**src/rtl/data_ram_bist_pkg.sv**
```systemverilog
// Shared types and March C- element constants for the data_ram BIST engine.
package data_ram_bist_pkg;

   localparam logic [31:0] BIST_PAT_DEFAULT = 32'hA5A5_5A5A;

   typedef enum logic [2:0] {
      IDLE,
      W0,
      U01,
      U10,
      D01,
      D10,
      R0,
      FIN
   } state_e;

   // down: idx runs DEPTH-1 -> 0; rd_first: element opens with a read;
   // exp_one: read expects ~PAT; wr_one: write stores ~PAT.
   typedef struct packed {
      logic down;
      logic rd_first;
      logic exp_one;
      logic wr_one;
   } elem_t;

   function automatic elem_t elem_info(state_e s);
      elem_t e;
      e = '{down: 1'b0, rd_first: 1'b0, exp_one: 1'b0, wr_one: 1'b0};
      case (s)
         U01:     e = '{down: 1'b0, rd_first: 1'b1, exp_one: 1'b0, wr_one: 1'b1};
         U10:     e = '{down: 1'b0, rd_first: 1'b1, exp_one: 1'b1, wr_one: 1'b0};
         D01:     e = '{down: 1'b1, rd_first: 1'b1, exp_one: 1'b0, wr_one: 1'b1};
         D10:     e = '{down: 1'b1, rd_first: 1'b1, exp_one: 1'b1, wr_one: 1'b0};
         R0:      e = '{down: 1'b0, rd_first: 1'b1, exp_one: 1'b0, wr_one: 1'b0};
         default: e = '{down: 1'b0, rd_first: 1'b0, exp_one: 1'b0, wr_one: 1'b0};
      endcase
      return e;
   endfunction

   // Element that follows a two-operation element.
   function automatic state_e next_elem(state_e s);
      state_e n;
      case (s)
         U01:     n = U10;
         U10:     n = D01;
         D01:     n = D10;
         D10:     n = R0;
         default: n = IDLE;
      endcase
      return n;
   endfunction

endpackage

```
**src/rtl/data_ram_bist_addr_gen.sv**
```systemverilog
// Loadable up/down word index with terminal-count flag and byte-address output.
module bist_addr_gen #(
   parameter int unsigned DEPTH = 1024
) (
   input  logic        clk,
   input  logic        rst_n,
   input  logic        load,
   input  logic        load_top,
   input  logic        step,
   input  logic        down,
   output logic        last,
   output logic [31:0] addr
);

   localparam int unsigned AW = $clog2(DEPTH);
   localparam logic [AW-1:0] TOP = AW'(DEPTH - 1);

   logic [AW-1:0] idx;

   always_ff @(posedge clk) begin
      if (!rst_n) begin
         idx <= '0;
      end else if (load) begin
         idx <= load_top ? TOP : '0;
      end else if (step) begin
         idx <= down ? idx - AW'(1) : idx + AW'(1);
      end
   end

   // Terminal index depends on the direction of the running element.
   assign last = down ? (idx == '0) : (idx == TOP);
   assign addr = 32'(idx) << 2;

endmodule

```
**src/rtl/data_ram_bist.sv**
```systemverilog
// March C- BIST initiator for data_ram: sequencing FSM, read comparator and
// first-failure latches; the index counter lives in bist_addr_gen.
module data_ram_bist
   import data_ram_bist_pkg::*;
#(
   parameter int unsigned   DEPTH = 1024,
   parameter int unsigned   DW    = 32,
   parameter logic [DW-1:0] PAT   = DW'(BIST_PAT_DEFAULT)
) (
   input  logic          clk,
   input  logic          rst_n,
   input  logic          start,
   output logic          busy,
   output logic          done,
   output logic          pass,
   output logic [31:0]   err_addr,
   output logic [DW-1:0] err_data,
   output logic          WE,
   output logic          RE,
   output logic [31:0]   A,
   output logic [DW-1:0] WD,
   input  logic [DW-1:0] RD
);

   state_e        state;
   state_e        state_n;
   logic          ld;
   logic          ld_top;
   logic          step;
   logic          dir_down;
   logic          last;
   logic          adv;
   logic          mismatch;
   logic          fin_pass;
   logic          we_n;
   logic          re_n;
   logic [DW-1:0] wd_n;
   logic [DW-1:0] rd_exp;

   bist_addr_gen #(.DEPTH(DEPTH)) u_addr_gen (
      .clk      (clk),
      .rst_n    (rst_n),
      .load     (ld),
      .load_top (ld_top),
      .step     (step),
      .down     (dir_down),
      .last     (last),
      .addr     (A)
   );

   // Next state plus next-cycle RAM command; a read cycle is recognised by RE.
   always_comb begin
      state_n  = state;
      ld       = 1'b0;
      ld_top   = 1'b0;
      step     = 1'b0;
      adv      = 1'b0;
      mismatch = 1'b0;
      fin_pass = 1'b0;
      we_n     = 1'b0;
      re_n     = 1'b0;
      wd_n     = '0;
      dir_down = elem_info(state).down;
      rd_exp   = elem_info(state).exp_one ? ~PAT : PAT;

      case (state)
         IDLE: begin
            if (start) begin
               state_n = W0;
               ld      = 1'b1;
               adv     = 1'b1;
            end
         end
         W0: begin
            adv = 1'b1;
            if (last) begin
               state_n = U01;
               ld      = 1'b1;
            end else begin
               step = 1'b1;
            end
         end
         U01, U10, D01, D10: begin
            if (RE) begin
               if (RD != rd_exp) begin
                  mismatch = 1'b1;
                  state_n  = FIN;
               end else begin
                  we_n = 1'b1;
               end
            end else begin
               adv = 1'b1;
               if (last) begin
                  state_n = next_elem(state);
                  ld      = 1'b1;
               end else begin
                  step = 1'b1;
               end
            end
         end
         R0: begin
            if (RD != rd_exp) begin
               mismatch = 1'b1;
               state_n  = FIN;
            end else if (last) begin
               fin_pass = 1'b1;
               state_n  = FIN;
            end else begin
               step = 1'b1;
               adv  = 1'b1;
            end
         end
         FIN:     state_n = IDLE;
         default: state_n = IDLE;
      endcase

      ld_top = elem_info(state_n).down;
      if (adv) begin
         re_n = elem_info(state_n).rd_first;
         we_n = ~elem_info(state_n).rd_first;
      end
      if (we_n) begin
         wd_n = elem_info(state_n).wr_one ? ~PAT : PAT;
      end
   end

   // State, registered port outputs and first-failure latches.
   always_ff @(posedge clk) begin
      if (!rst_n) begin
         state    <= IDLE;
         busy     <= 1'b0;
         done     <= 1'b0;
         pass     <= 1'b0;
         err_addr <= '0;
         err_data <= '0;
         WE       <= 1'b0;
         RE       <= 1'b0;
         WD       <= '0;
      end else begin
         state <= state_n;
         busy  <= (state_n != IDLE) && (state_n != FIN);
         done  <= (state_n == FIN);
         WE    <= we_n;
         RE    <= re_n;
         WD    <= wd_n;
         if ((state == IDLE) && start) begin
            pass     <= 1'b0;
            err_addr <= '0;
            err_data <= '0;
         end
         if (mismatch) begin
            err_addr <= A;
            err_data <= RD;
         end
         if (fin_pass) begin
            pass <= 1'b1;
         end
      end
   end

endmodule

```
**config.mk**
```make
export PLATFORM = sky130hd
export DESIGN_NAME = data_ram_bist
export DESIGN_NICKNAME = d
export VERILOG_FILES = /design/src/rtl/data_ram_bist_pkg.sv /design/src/rtl/data_ram_bist_addr_gen.sv /design/src/rtl/data_ram_bist.sv
export SDC_FILE = /design/constraint.sdc
export NUM_CORES = 1
export LEC_CHECK = 0
export CAP_MARGIN = 0
export CORE_UTILIZATION = 30
export DETAILED_ROUTE_END_ITERATION = 7
export HOLD_SLACK_MARGIN = 0.12
export PLACE_DENSITY = 0.63
export SYNTH_ARGS = -nofsm -noshare
export SYNTH_HDL_FRONTEND = slang
export SYNTH_SLANG_ARGS = --single-unit
```
**constraint.sdc**
```tcl
create_clock -name clk -period 3.5 [get_ports clk]
set_clock_uncertainty 0.05 [all_clocks]
set_input_delay 1.05 -clock clk [delete_from_list [all_inputs] [get_ports clk]]
set_output_delay 1.05 -clock clk [all_outputs]
set_load 0.005 [all_outputs]
```
==> results of run 1 <==
[sequential cells by signal, summed over array words and instances (netlist names)]
register,cells
WD,2
RE,1
done,1
busy,1
pass,1
err_data,32
u_addr_gen.idx,10
err_addr,10
WE,1
state,3
[per-layer routing]
metal  vias up  global-route usage  part of all wire
met5         -                   0                 0
met4         0             0.04649            0.0095
met3        11             0.03160             0.066
met2       155              0.2691              0.49
met1      1680              0.1962              0.43
li1       1714                   -                 -
[cell type report]
| type | instances | area, um^2 |
|---|---|---|
| fillers | 1197 | 6805 |
| multi-input cells | 333 | 1948 |
| repair buffers | 158 | 1519 |
| flip-flops and latches | 62 | 1241 |
| clock buffers | 10 | 239.0 |
| well taps | 168 | 210.2 |
| clock inverters | 6 | 61.31 |
| inverters | 10 | 37.54 |
[cell usage in the layout (no fill, tap or decap), types with 3 or more instances in the layout]
| cell | n |
|---|---|
| sky130_fd_sc_hd__clkdlybuf4s50_1 | 123 |
| sky130_fd_sc_hd__nand2_1 | 63 |
| sky130_fd_sc_hd__dfxtp_1 | 62 |
| sky130_fd_sc_hd__nand3_1 | 47 |
| sky130_fd_sc_hd__conb_1 | 44 |
| sky130_fd_sc_hd__a21oi_1 | 37 |
| sky130_fd_sc_hd__buf_4 | 33 |
| sky130_fd_sc_hd__nor2_1 | 17 |
| sky130_fd_sc_hd__a21boi_0 | 14 |
| sky130_fd_sc_hd__inv_1 | 9 |
| sky130_fd_sc_hd__o21ai_0 | 9 |
| sky130_fd_sc_hd__clkbuf_16 | 9 |
| sky130_fd_sc_hd__a22oi_1 | 8 |
| sky130_fd_sc_hd__ha_1 | 8 |
| sky130_fd_sc_hd__xnor2_1 | 7 |
| sky130_fd_sc_hd__nor2b_1 | 6 |
| sky130_fd_sc_hd__nand4_1 | 6 |
| sky130_fd_sc_hd__and2_1 | 5 |
| sky130_fd_sc_hd__o211ai_1 | 4 |
| sky130_fd_sc_hd__nand4b_1 | 3 |
| sky130_fd_sc_hd__or4b_1 | 3 |
| sky130_fd_sc_hd__nor4bb_1 | 3 |
| sky130_fd_sc_hd__nor4_1 | 3 |
| sky130_fd_sc_hd__a31oi_1 | 3 |
| sky130_fd_sc_hd__clkinv_2 | 3 |
[worst min-delay path, delay by kind of cell (launching register included)]
family | cells | cell delay [ns]
compound gates | 1 | 0.05
simple gates | 1 | 0.06
flops | 1 | 0.30
[report_power, final]
part / switching, mW / leakage [nW] / internal (mW)
registers: 0.0138 / 0.501 / 0.714
logic: 0.0909 / 1.34 / 0.110
clock network: 0.306 / 0.148 / 0.566
total: 0.411 / 1.99 / 1.39
[worst min path at each step]
stage / endpoint / slack (ns) / cells after the start
after floorplan: err_addr[10] / 0.41 / 2
after CTS: err_data[24] / 0.41 / 2
after detailed placement: err_data[24] / 0.41 / 2
after global routing: err_data[24] / 0.43 / 2
final: err_data[12] / 0.41 / 2
after global placement: err_data[17] / 0.40 / 2
[cells by family after synthesis]
| kind of cell | count (synthesis) | synth area share |
|---|---|---|
| simple gates | 179 | 0.2589 |
| mux | 1 | 0.003033 |
| flops | 62 | 0.3343 |
| compound gates | 91 | 0.1625 |
| other cells | 1 | 0.001010 |
| xor+xnor | 9 | 0.02123 |
| fa+ha+maj | 9 | 0.03236 |
| buf+inv | 107 | 0.1867 |
[stage by stage]
| step | power [mW] | instance area [um^2] |
|---|---|---|
| after global routing | 1.874 | 5256 |
| after floorplan | 0.8654 | 3874 |
| after detailed placement | 0.9405 | 4947 |
| after CTS | 1.820 | 5248 |
| final | 1.801 | 5256 |
| after global placement | 0.9388 | 4947 |
[repair_timing]
item                                    in CTS  in global routing
resized for setup                            0                  2
endpoints found under the setup margin       0                  7
hold buffers                                 0                  0
==> results summary, run 1 <==
In the routed layout, each cell is associated on average with a via count of 4.766. approximately 170 I/O pins were placed. The number of cells on the worst reg-to-reg path is 8.

Summed over all instances, the cell type with the most area after synthesis is sky130_fd_sc_hd__dfxtp_1. The number of antenna violations at the first check in global routing came out at 0. The measured slew at the worst slew-check pin is 0.5949 ns.

The antenna cell count came out at 0. The most critical setup path has its endpoint at u_addr_gen.idx[0]. The number of failing hold endpoints at the final stage came out at 0. After detailed routing, the average wire length per cell comes to approximately 14 um. The worst path needs between 3 and 4 ns of the cycle, external delays included. In the post-synthesis netlist, the biggest area contributors are sky130_fd_sc_hd__dfxtp_1 (33%), sky130_fd_sc_hd__buf_4 (15%), sky130_fd_sc_hd__nand2_1 (6.4%). In the finished design, the share of the clock period the worst path needs comes to 0.9504. By instance count, the leading cell after synthesis is sky130_fd_sc_hd__buf_4. The number of nets in the layout came out at 618.

The cell sitting at the root of the clock tree is a sky130_fd_sc_hd__clkbuf_16. The Yosys step of the flow raised 0 warnings. The number of design rule violations left after detail routing came out at 0. A synthesized cell averages ~8.1 um^2. The critical path is of the input port to register type. The sequential fraction of the synthesis area is 0.3343. The first-pass iteration count of the detailed router is 4. The internal reg-to-reg setup slack came out at 0.61 ns. For this design, the slowest cell found on the critical path is sky130_fd_sc_hd__or4b_1. For this configuration, the core starts out at a cell density of 0.3078. Setup repair after global routing left no endpoint under its margin. The maximum root-to-sink buffer count came out at 2. Counting instances in the post-synthesis netlist gives the leading cell types as sky130_fd_sc_hd__buf_4 (74), sky130_fd_sc_hd__nand2_1 (63), sky130_fd_sc_hd__dfxtp_1 (62). The global-route total usage across every layer came out at 0.1563. Synthesis instantiated 60 different standard cells from the library.

After global routing the overflow that remains totals 0. The worst register-to-register path begins at state[1]. The final cell count without fillers came out at 747. Setup violations remaining at the end of the flow were counted as 0. The die outline width is between 100 and 150 um. The path class of the tightest hold or removal check is register to register. The maximum fanout encountered on the critical timing path is 5. The number of enable flip-flop cells after synthesis is 0.

The leakage power summed over all cells is slightly below 2 nW. The post-route worst setup slack is 0.1736 ns. The count of buffers inserted at the top-level ports is 123. The fraction of synthesis flops using an asynchronous set or reset pin came out at 0.

The vertical die dimension is 113.2 um. The worst vdd rail ir drop came out at 0.1948 mV. The most used flip-flop cell after synthesis is sky130_fd_sc_hd__dfxtp_1.

The power density over cell area is 342.6 nW/um^2. The worst endpoint data arrival time is between 3 and 4 ns. The H-tree depth reported by CTS is 3. The area growth from synthesis to final layout is 41.59%.

The worst hold slack after final layout is 0.4127 ns. STA classifies the critical path endpoint as a register. The share of synthesized area in the top cell type comes to 0.3343.

The total wire length is ~10000 um. The largest single stage delay on the critical path is approximately 0.55 ns. The fraction of layout cells with a size suffix above 1 is 0.1123. Traced cell by cell, the critical path runs through clkdlybuf4s50_1, or4b_1, nor4_2, and3_2, nor2_2, a311oi_4, nand3b_2, a311oi_2. The setup TNS is 0 ns. The die covers about 13000 um^2. Grouping stages by cell kind, the critical path spends the most delay in simple AND/OR/NAND/NOR gates. The number of global-route vias before repair is ~3200. Entering global routing, the biggest net connects 44 pins. The max-capacitance violation count is 0. The summed instance area of the synthesized netlist is 3712 um^2.

The violation count after the first detailed-route iteration came out at 173. TritonCTS built the clock tree. The clock-pin transition on the worst setup and hold timing paths is 0.05 ns.

The required time reported for the critical path endpoint came out at around 3.7 ns. The final count of pins violating max slew came out at 0. The critical path starts at RD[27]. The instance count after placement with tap cells included is 731. The standard-cell row count is 40. In this run, CTS created clock tree buffers numbering 9. After technology mapping, the gate count stands at 459. The worst register-to-register path ends at u_addr_gen.idx[0]. Prior to clock tree synthesis, the placed netlist has a worst setup slack of -0.2074 ns. The final design utilization is 0.4358.

At the end of routability-driven placement, the weighted congestion stood at 0.8548. The number of cells on the critical path is 8. The total number of clock tree sinks came out at just over 60.

The later pin in the worst-skew pair is clocked with a latency of 0.33 ns. The detailed router placed 3560 vias in this run. The relative slew slack came out at 0.6029. Static timing analysis puts the maximum clock frequency at 300.6 MHz.

The post-CTS repair timing setup buffer count is 0. The worst hold path begins at err_data[12]. The number of buffers and inverters on the critical path came out at 1.

The post-detailed-route count of antenna-violating nets is 0. The element type at the critical path start is an input port. The first-pass GRT wire length came out at approximately 16000 um. In this run, synthesis produced a sequential element count of 62. The run finished with clean final reports.

The HPWL reported at the end of detailed placement came out at 7586 um. The floorplan core area came out at 12060 um^2.
(Power assumes the default switching activity.)
==> inputs of run 2 (changes only) <==
CAP_MARGIN = 20   (was 0)
CORE_ASPECT_RATIO = 0.7   (was not set)
CORE_UTILIZATION = 42   (was 30)
PLACE_DENSITY = 0.83   (was 0.63)
==> results summary, run 2 (synthesized netlist as in run 1, its figures left out) <==
Across every metal layer, demand over resource in global routing totals 0.2221. The H-tree was split into 3 levels. Relative to the synthesized area, the layout overhead comes to 40.28%. The portion of total power attributed to the clock network came out at 0.511. err_data holds more flip-flops than any other register. The number of setup violations in the final report came out at 0. The floorplan core area came out at 8513 um^2. For this design the total switching power over the nets is 455.3 uW.

Traced cell by cell, the critical path runs through clkdlybuf4s50_1, or4b_1, nor4_2, and3_2, nor2_2, a311oi_4, buf_4, nand4b_4, nand2_1. The post-detailed-route count of antenna-violating nets came out at 0. The worst setup path is captured at a register. The detailed router finished its first iteration with 266 violations. Data on the critical path arrives at its endpoint at 3.61 ns. The via total after detailed routing is 3630. The setup TNS came out at 0 ns. The share of total power dissipated in combinational logic is 0.107. The number of failing hold endpoints at the final stage is 0. The later pin in the worst-skew pair is clocked with a latency of between 0.3 and 0.4 ns.

The maximum fanout encountered on the critical timing path came out at 8. The start-to-end type of the worst setup path is input port to register. The most common cell after layout, fill and taps aside is sky130_fd_sc_hd__clkdlybuf4s50_1. The number of nets in the layout came out at 618. The worst slack at placement is -0.2252 ns. The kind of cell adding the most delay to the critical path is simple AND/OR/NAND/NOR gates. The number of design rule violations left after detail routing is 0.

After clock tree synthesis, the clock-pin slew on the worst setup and hold paths is 0.06 ns. The clock tree from TritonCTS is built. The total wire length came out at between 10000 and 15000 um. The count of buffers inserted at the top-level ports came out at approximately 120.

0 antenna diodes ended up in the layout. The max-capacitance violation count is 0. The register with the most flip-flops in the layout has 32 of them. The internal power contribution is 1.447 mW. The library cells used most frequently in the layout, excluding fill and tap cells, are sky130_fd_sc_hd__clkdlybuf4s50_1 (123), sky130_fd_sc_hd__nand2_1 (63), sky130_fd_sc_hd__dfxtp_1 (62). The count of hold buffers inserted by post-cts repair is 0.

The flow ran to the end, and the final reports show no timing, DRC or antenna violations. The worst hold path was traced through 2 stages. The vertical die dimension came out at 80.66 um. The largest registers in the layout are err_data x32, err_addr x10, u_addr_gen.idx x10. The maximum root-to-sink buffer count is 2. The number of buffers added by the clock tree synthesis step came out at 9.

The fmax is 295.2 MHz. The first global-routing pass estimated 15920 um of wire. Among all stages on the critical path, the largest delay is contributed by sky130_fd_sc_hd__or4b_1.

The number of antenna violations at the first check in global routing is 0. The longest individual stage delay on the worst path came out at 0.60 ns. The die outline width is 114.4 um. The cell sitting at the root of the clock tree is a sky130_fd_sc_hd__clkbuf_16. The number of cells on the worst reg-to-reg path is 9.

In this run the static leakage power is slightly below 2 nW. The average routed wire per standard cell came out at 15.18 um. The fraction of layout cells with a size suffix above 1 is 0.1123. STA classifies the critical path startpoint as an input port. The number of global-route vias before repair came out at 3217.

The final count of pins violating max slew is 0. The required time reported for the critical path endpoint came out at 3.72 ns. Power spread over the standard cell area amounts to 365.4 nW/um^2. The HPWL reported at the end of detailed placement is about 7700 um. Counting buffers and inverters, the worst setup path is 9 cells deep. Entering global routing, the biggest net connects 44 pins.

Setup repair after global routing left no endpoint under its margin. The total number of clock tree sinks is 62. The number of buffers and inverters on the critical path is 2. The worst hold path belongs to the class register to register. The final period utilization came out at 0.9679. The worst vdd rail ir drop is 0.2186 mV. The starting density of the core is 0.4361. The standard-cell row count came out at 28.

Setup slack on the critical path of the routed design comes to 0.1124 ns. The internal reg-to-reg setup slack is 0.47 ns. The area of all sequential standard cells is 1241 um^2. The first detailed-routing pass took 4 iterations. Counting the fill cells in the layout gives 718. The top-level port count came out at 168. The area of the die came out at 9225 um^2. The net switching share of the total power is 0.2393. The global placer's final weighted congestion is 0.9256. In the routed layout, each cell is associated on average with a via count of 5.193. The sequential share of power is 0.382. For this run the aggregate overflow at the end of global routing stands at 0.

The multi-input combinational cell area came out at 1948 um^2. The worst path in the final design needs a cycle of 3.388 ns, including I/O delays and setup.
[run 2: tightest hold or removal path: cells and delay by family, from the launching register on]
kind	cells	cell delay [ns]
DFF	1	0.31
and+or+nand+nor	1	0.06
AOI/OAI and AO/OA	1	0.06
[run 2: worst paths after layout]
check / startpoint / to
max reg2reg: state[1] / u_addr_gen.idx[8]
min: err_data[21] / err_data[21]
min reg2reg: err_data[21] / err_data[21]
max: RD[27] / u_addr_gen.idx[8]
[run 2: what timing repair did]
item                                    4_1_cts  5_1_grt
endpoints found under the setup margin        0        6
resized for setup                             0        2
setup buffers                                 0        1
[run 2: final cells by class]
type                    count  area share
clock buffers               9     0.04325
clock inverters             7     0.01898
inverters                  10    0.007208
multi-input cells         333      0.3741
flip-flops and latches     62      0.2383
well taps                 120     0.02883
repair buffers            158      0.2893
[run 2: stage by stage]
step / util / instance area (um^2) / power [mW] / instances / hold slack, ns
6_report: 0.6117 / 5207 / 1.903 / 699 / 0.4198
5_1_grt: 0.6117 / 5207 / 1.953 / 699 / 0.4352
4_1_cts: 0.6098 / 5191 / 1.900 / 698 / 0.4208
3_5_place_dp: 0.5717 / 4867 / 0.9390 / 682 / 0.4117
3_3_place_gp: 0.5717 / 4867 / 0.9348 / 682 / 0.4036
2_1_floorplan: - / 3874 / 0.8654 / 502 / 0.4142
[run 2: power by group through the flow]
stage	Combinational [mW]	Sequential, mW	Clock, mW
after global placement	0.193	0.742	0
after detailed placement	0.197	0.742	0
after floorplan	0.127	0.739	0
final	0.203	0.727	0.973
after CTS	0.199	0.727	0.975
after global routing	0.217	0.728	1.01
[run 2: layer usage]
metal  track usage  routed length (um)  vias up
li1              -                   -     1721
met1        0.2820                4505     1695
met2        0.3533                4976      194
met3       0.06642                 925       20
met4       0.08701                 204        0
met5             0                   0        -
==> inputs of run 3 (changes only) <==
MAX_ROUTING_LAYER = met4   (was not set)
==> results summary, run 3 (synthesized netlist as in run 1, its figures left out) <==
The flow ran to the end, and the final reports show no timing, DRC or antenna violations. The average routed wire per standard cell is 14.74 um. The analysis attributes to cell leakage a power of 1.977 nW.

The first-pass iteration count of the detailed router came out at 4. The most common cell after layout, fill and taps aside is sky130_fd_sc_hd__clkdlybuf4s50_1. Dividing total power by cell area gives a power density of 368.5 nW/um^2. The fraction of power consumed by combinational cells came out at 0.104. In the routed design, unresolved DRC markers number 0. The final design utilization is 0.6102. Once placement completed, the tool counted placed cells totaling ~700. The final count of pins violating max slew is 0. Setup violations remaining at the end of the flow were counted as 0. The clock tree from TritonCTS is built. Buffers inserted during clock tree synthesis total 9. The instance count along the most critical hold path is 2.

The longest individual stage delay on the worst path came out at 0.59 ns. The area of the die came out at 9225 um^2. STA classifies the critical path endpoint as a register. The worst register-to-register path ends at u_addr_gen.idx[4].

The vertical die dimension came out at just over 80 um. The fraction of layout cells with a size suffix above 1 came out at 0.1075. The total number of clock tree sinks is 62. The number of antenna violations at the first check in global routing is 0. The worst register-to-register path begins at state[1]. The initial utilization of the core area, before any placement, comes to 0.4361. The portion of total power attributed to the clock network is 0.516. The H-tree depth reported by CTS is 3. The critical hold path startpoint is err_data[16]. The internal power contribution is 1.502 mW.

The max-capacitance violation count came out at 0. The final total power came out at 1.914 mW. The residual overflow from global routing is 0.

The worst slack at placement came out at -0.2074 ns. The root buffer selected by CTS is sky130_fd_sc_hd__clkbuf_16. Setup repair after global routing left no endpoint under its margin. From synthesis to final layout, the design area changed by 39.94%. The largest individual stage delay along the critical path comes from the cell sky130_fd_sc_hd__or4b_1. Once routing completed, OpenROAD measured the worst setup slack at 0.1069 ns. The die is ~110 um wide. The relative slew slack came out at 0.6656. The post-CTS repair timing setup buffer count is 0. The register containing the most flip-flops in the final layout is err_data. The worst-skew pair later-pin latency came out at approximately 0.33 ns. For the worst setup path, the data required time is 3.72 ns. The worst endpoint data arrival time came out at roughly 3.6 ns. The tightest min-delay check is of the register to register type.

The global placer's final weighted congestion is 0.9248. The floorplan has 28 rows. The via total after detailed routing came out at 3585. With fillers left out, the area of the finished cells amounts to 5195 um^2. The count of nets left with antenna violations once routing finished came out at 0. Excluding fillers, the count of instances in the completed layout stands at 697. The fmax is 294.7 MHz. The repair_antennas step left the layout with diodes totalling 0. The number of failing hold endpoints at the final stage is 0.

Dividing the detail-routed via count by the number of cells gives 5.143. For this block, the routed nets add up to 10270 um of wire. The clock period minus final worst setup slack is between 3 and 4 ns. The number of global-route vias before repair came out at 3125. The sequential share of power came out at 0.380.

The violation count after the first detailed-route iteration came out at between 150 and 200. During placement, the flow inserted port buffers numbering 123. The number of nets in the layout came out at 616. The floorplan step defined a core boundary enclosing 8513 um^2. The final period utilization is 0.9695.

The clock-pin transition on the worst setup and hold timing paths is roughly 0.050 ns. The critical path is of the input port to register type. The measured slew at the worst slew-check pin came out at ~0.50 ns. The count of hold buffers inserted by post-cts repair is 0. The clock passes through at most 2 buffers. The top-level port count is 168.

The switching power came out at between 400 and 500 uW. The setup check on the worst reg-to-reg path leaves a slack of 0.48 ns. The element type at the critical path start is an input port. The top cell types in the final layout, fill and taps aside, are sky130_fd_sc_hd__clkdlybuf4s50_1 (123), sky130_fd_sc_hd__nand2_1 (63), sky130_fd_sc_hd__dfxtp_1 (62). The global-route total usage across every layer came out at 0.2227. Counting cells, the worst reg-to-reg path comes to 8.

The first-pass GRT wire length is 15410 um. The worst hold endpoint is err_data[16]. The number of flip-flops under the largest register name is 32. The critical path goes through clkdlybuf4s50_1, or4b_1, nor4_2, and3_2, nor2_2, a311oi_4, nand4b_2, nand2_1.

The net switching share of the total power came out at 0.2154. The HPWL reported at the end of detailed placement came out at 7581 um. Summing all placed instances gives a cell area of 4860 um^2. In the final layout, the registers with the most flip-flops are err_data x32, err_addr x10, u_addr_gen.idx x10. Of all nets on the critical path, the largest fanout is 8. The worst vdd rail ir drop came out at roughly 0.23 mV. The largest net degree at the start of global routing came out at 44.
==> run 3: changes by cell type in the layout (fill, tap and decap cells not counted), sizes merged <==
cell and delta:
clkbuf +4, clkinvlp -1, clkinv -3, buf -2
==> run 3: stage by stage <==
stage               hold slack, ns  setup TNS, ns
floorplan                   0.4142              0
global placement            0.4038         -1.137
detailed placement          0.4120         -4.032
CTS                         0.4197              0
global route                0.4410              0
finish                      0.4192              0
==> run 3: worst max-delay path, delay by kind of cell <==
kind,cells,cell delay (ns)
buffers and inverters,1,0.44
AOI/OAI and AO/OA,1,0.37
and+or+nand+nor,6,1.75
==> run 3: how the worst max path moves through the flow <==
| stage | from | endpoint | slack [ns] |
|---|---|---|---|
| after floorplan | RD[27] | u_addr_gen.idx[0] | 0.46 |
| after global placement | RD[27] | u_addr_gen.idx[0] | -0.11 |
| after detailed placement | RD[27] | u_addr_gen.idx[0] | -0.21 |
| after CTS | RD[27] | u_addr_gen.idx[0] | 0.12 |
| after global routing | RD[27] | u_addr_gen.idx[0] | 0.003 |
| final | RD[27] | u_addr_gen.idx[4] | 0.11 |
==> run 3: cell type report <==
class,count,area [um^2]
Clock buffer,13,270.3
Inverter,10,37.54
Sequential cell,62,1241
Multi-Input combinational cell,333,1939
Tap cell,120,150.1
Timing Repair Buffer,156,1491
Fill cell,752,3318
Clock inverter,3,65.06
==> run 3: power groups by stage <==
stage | clock network, mW | registers, mW | logic [mW]
3_5_place_dp | 0 | 0.742 | 0.196
2_1_floorplan | 0 | 0.739 | 0.127
6_report | 0.987 | 0.728 | 0.199
4_1_cts | 1.00 | 0.728 | 0.196
3_3_place_gp | 0 | 0.742 | 0.193
5_1_grt | 1.03 | 0.729 | 0.215
==> run 3: per-layer routing <==
metal,part of all wire,GRT usage
met1,0.44,0.2826
met2,0.46,0.3388
met3,0.088,0.06943
met4,0.011,0.06883
met5,0,-
==> run 3: what timing repair did <==
| item | 4_1_cts | 5_1_grt |
|---|---|---|
| hold endpoints to repair | 0 | 0 |
| gates resized for setup | 0 | 1 |
| endpoints found under the setup margin | 0 | 8 |
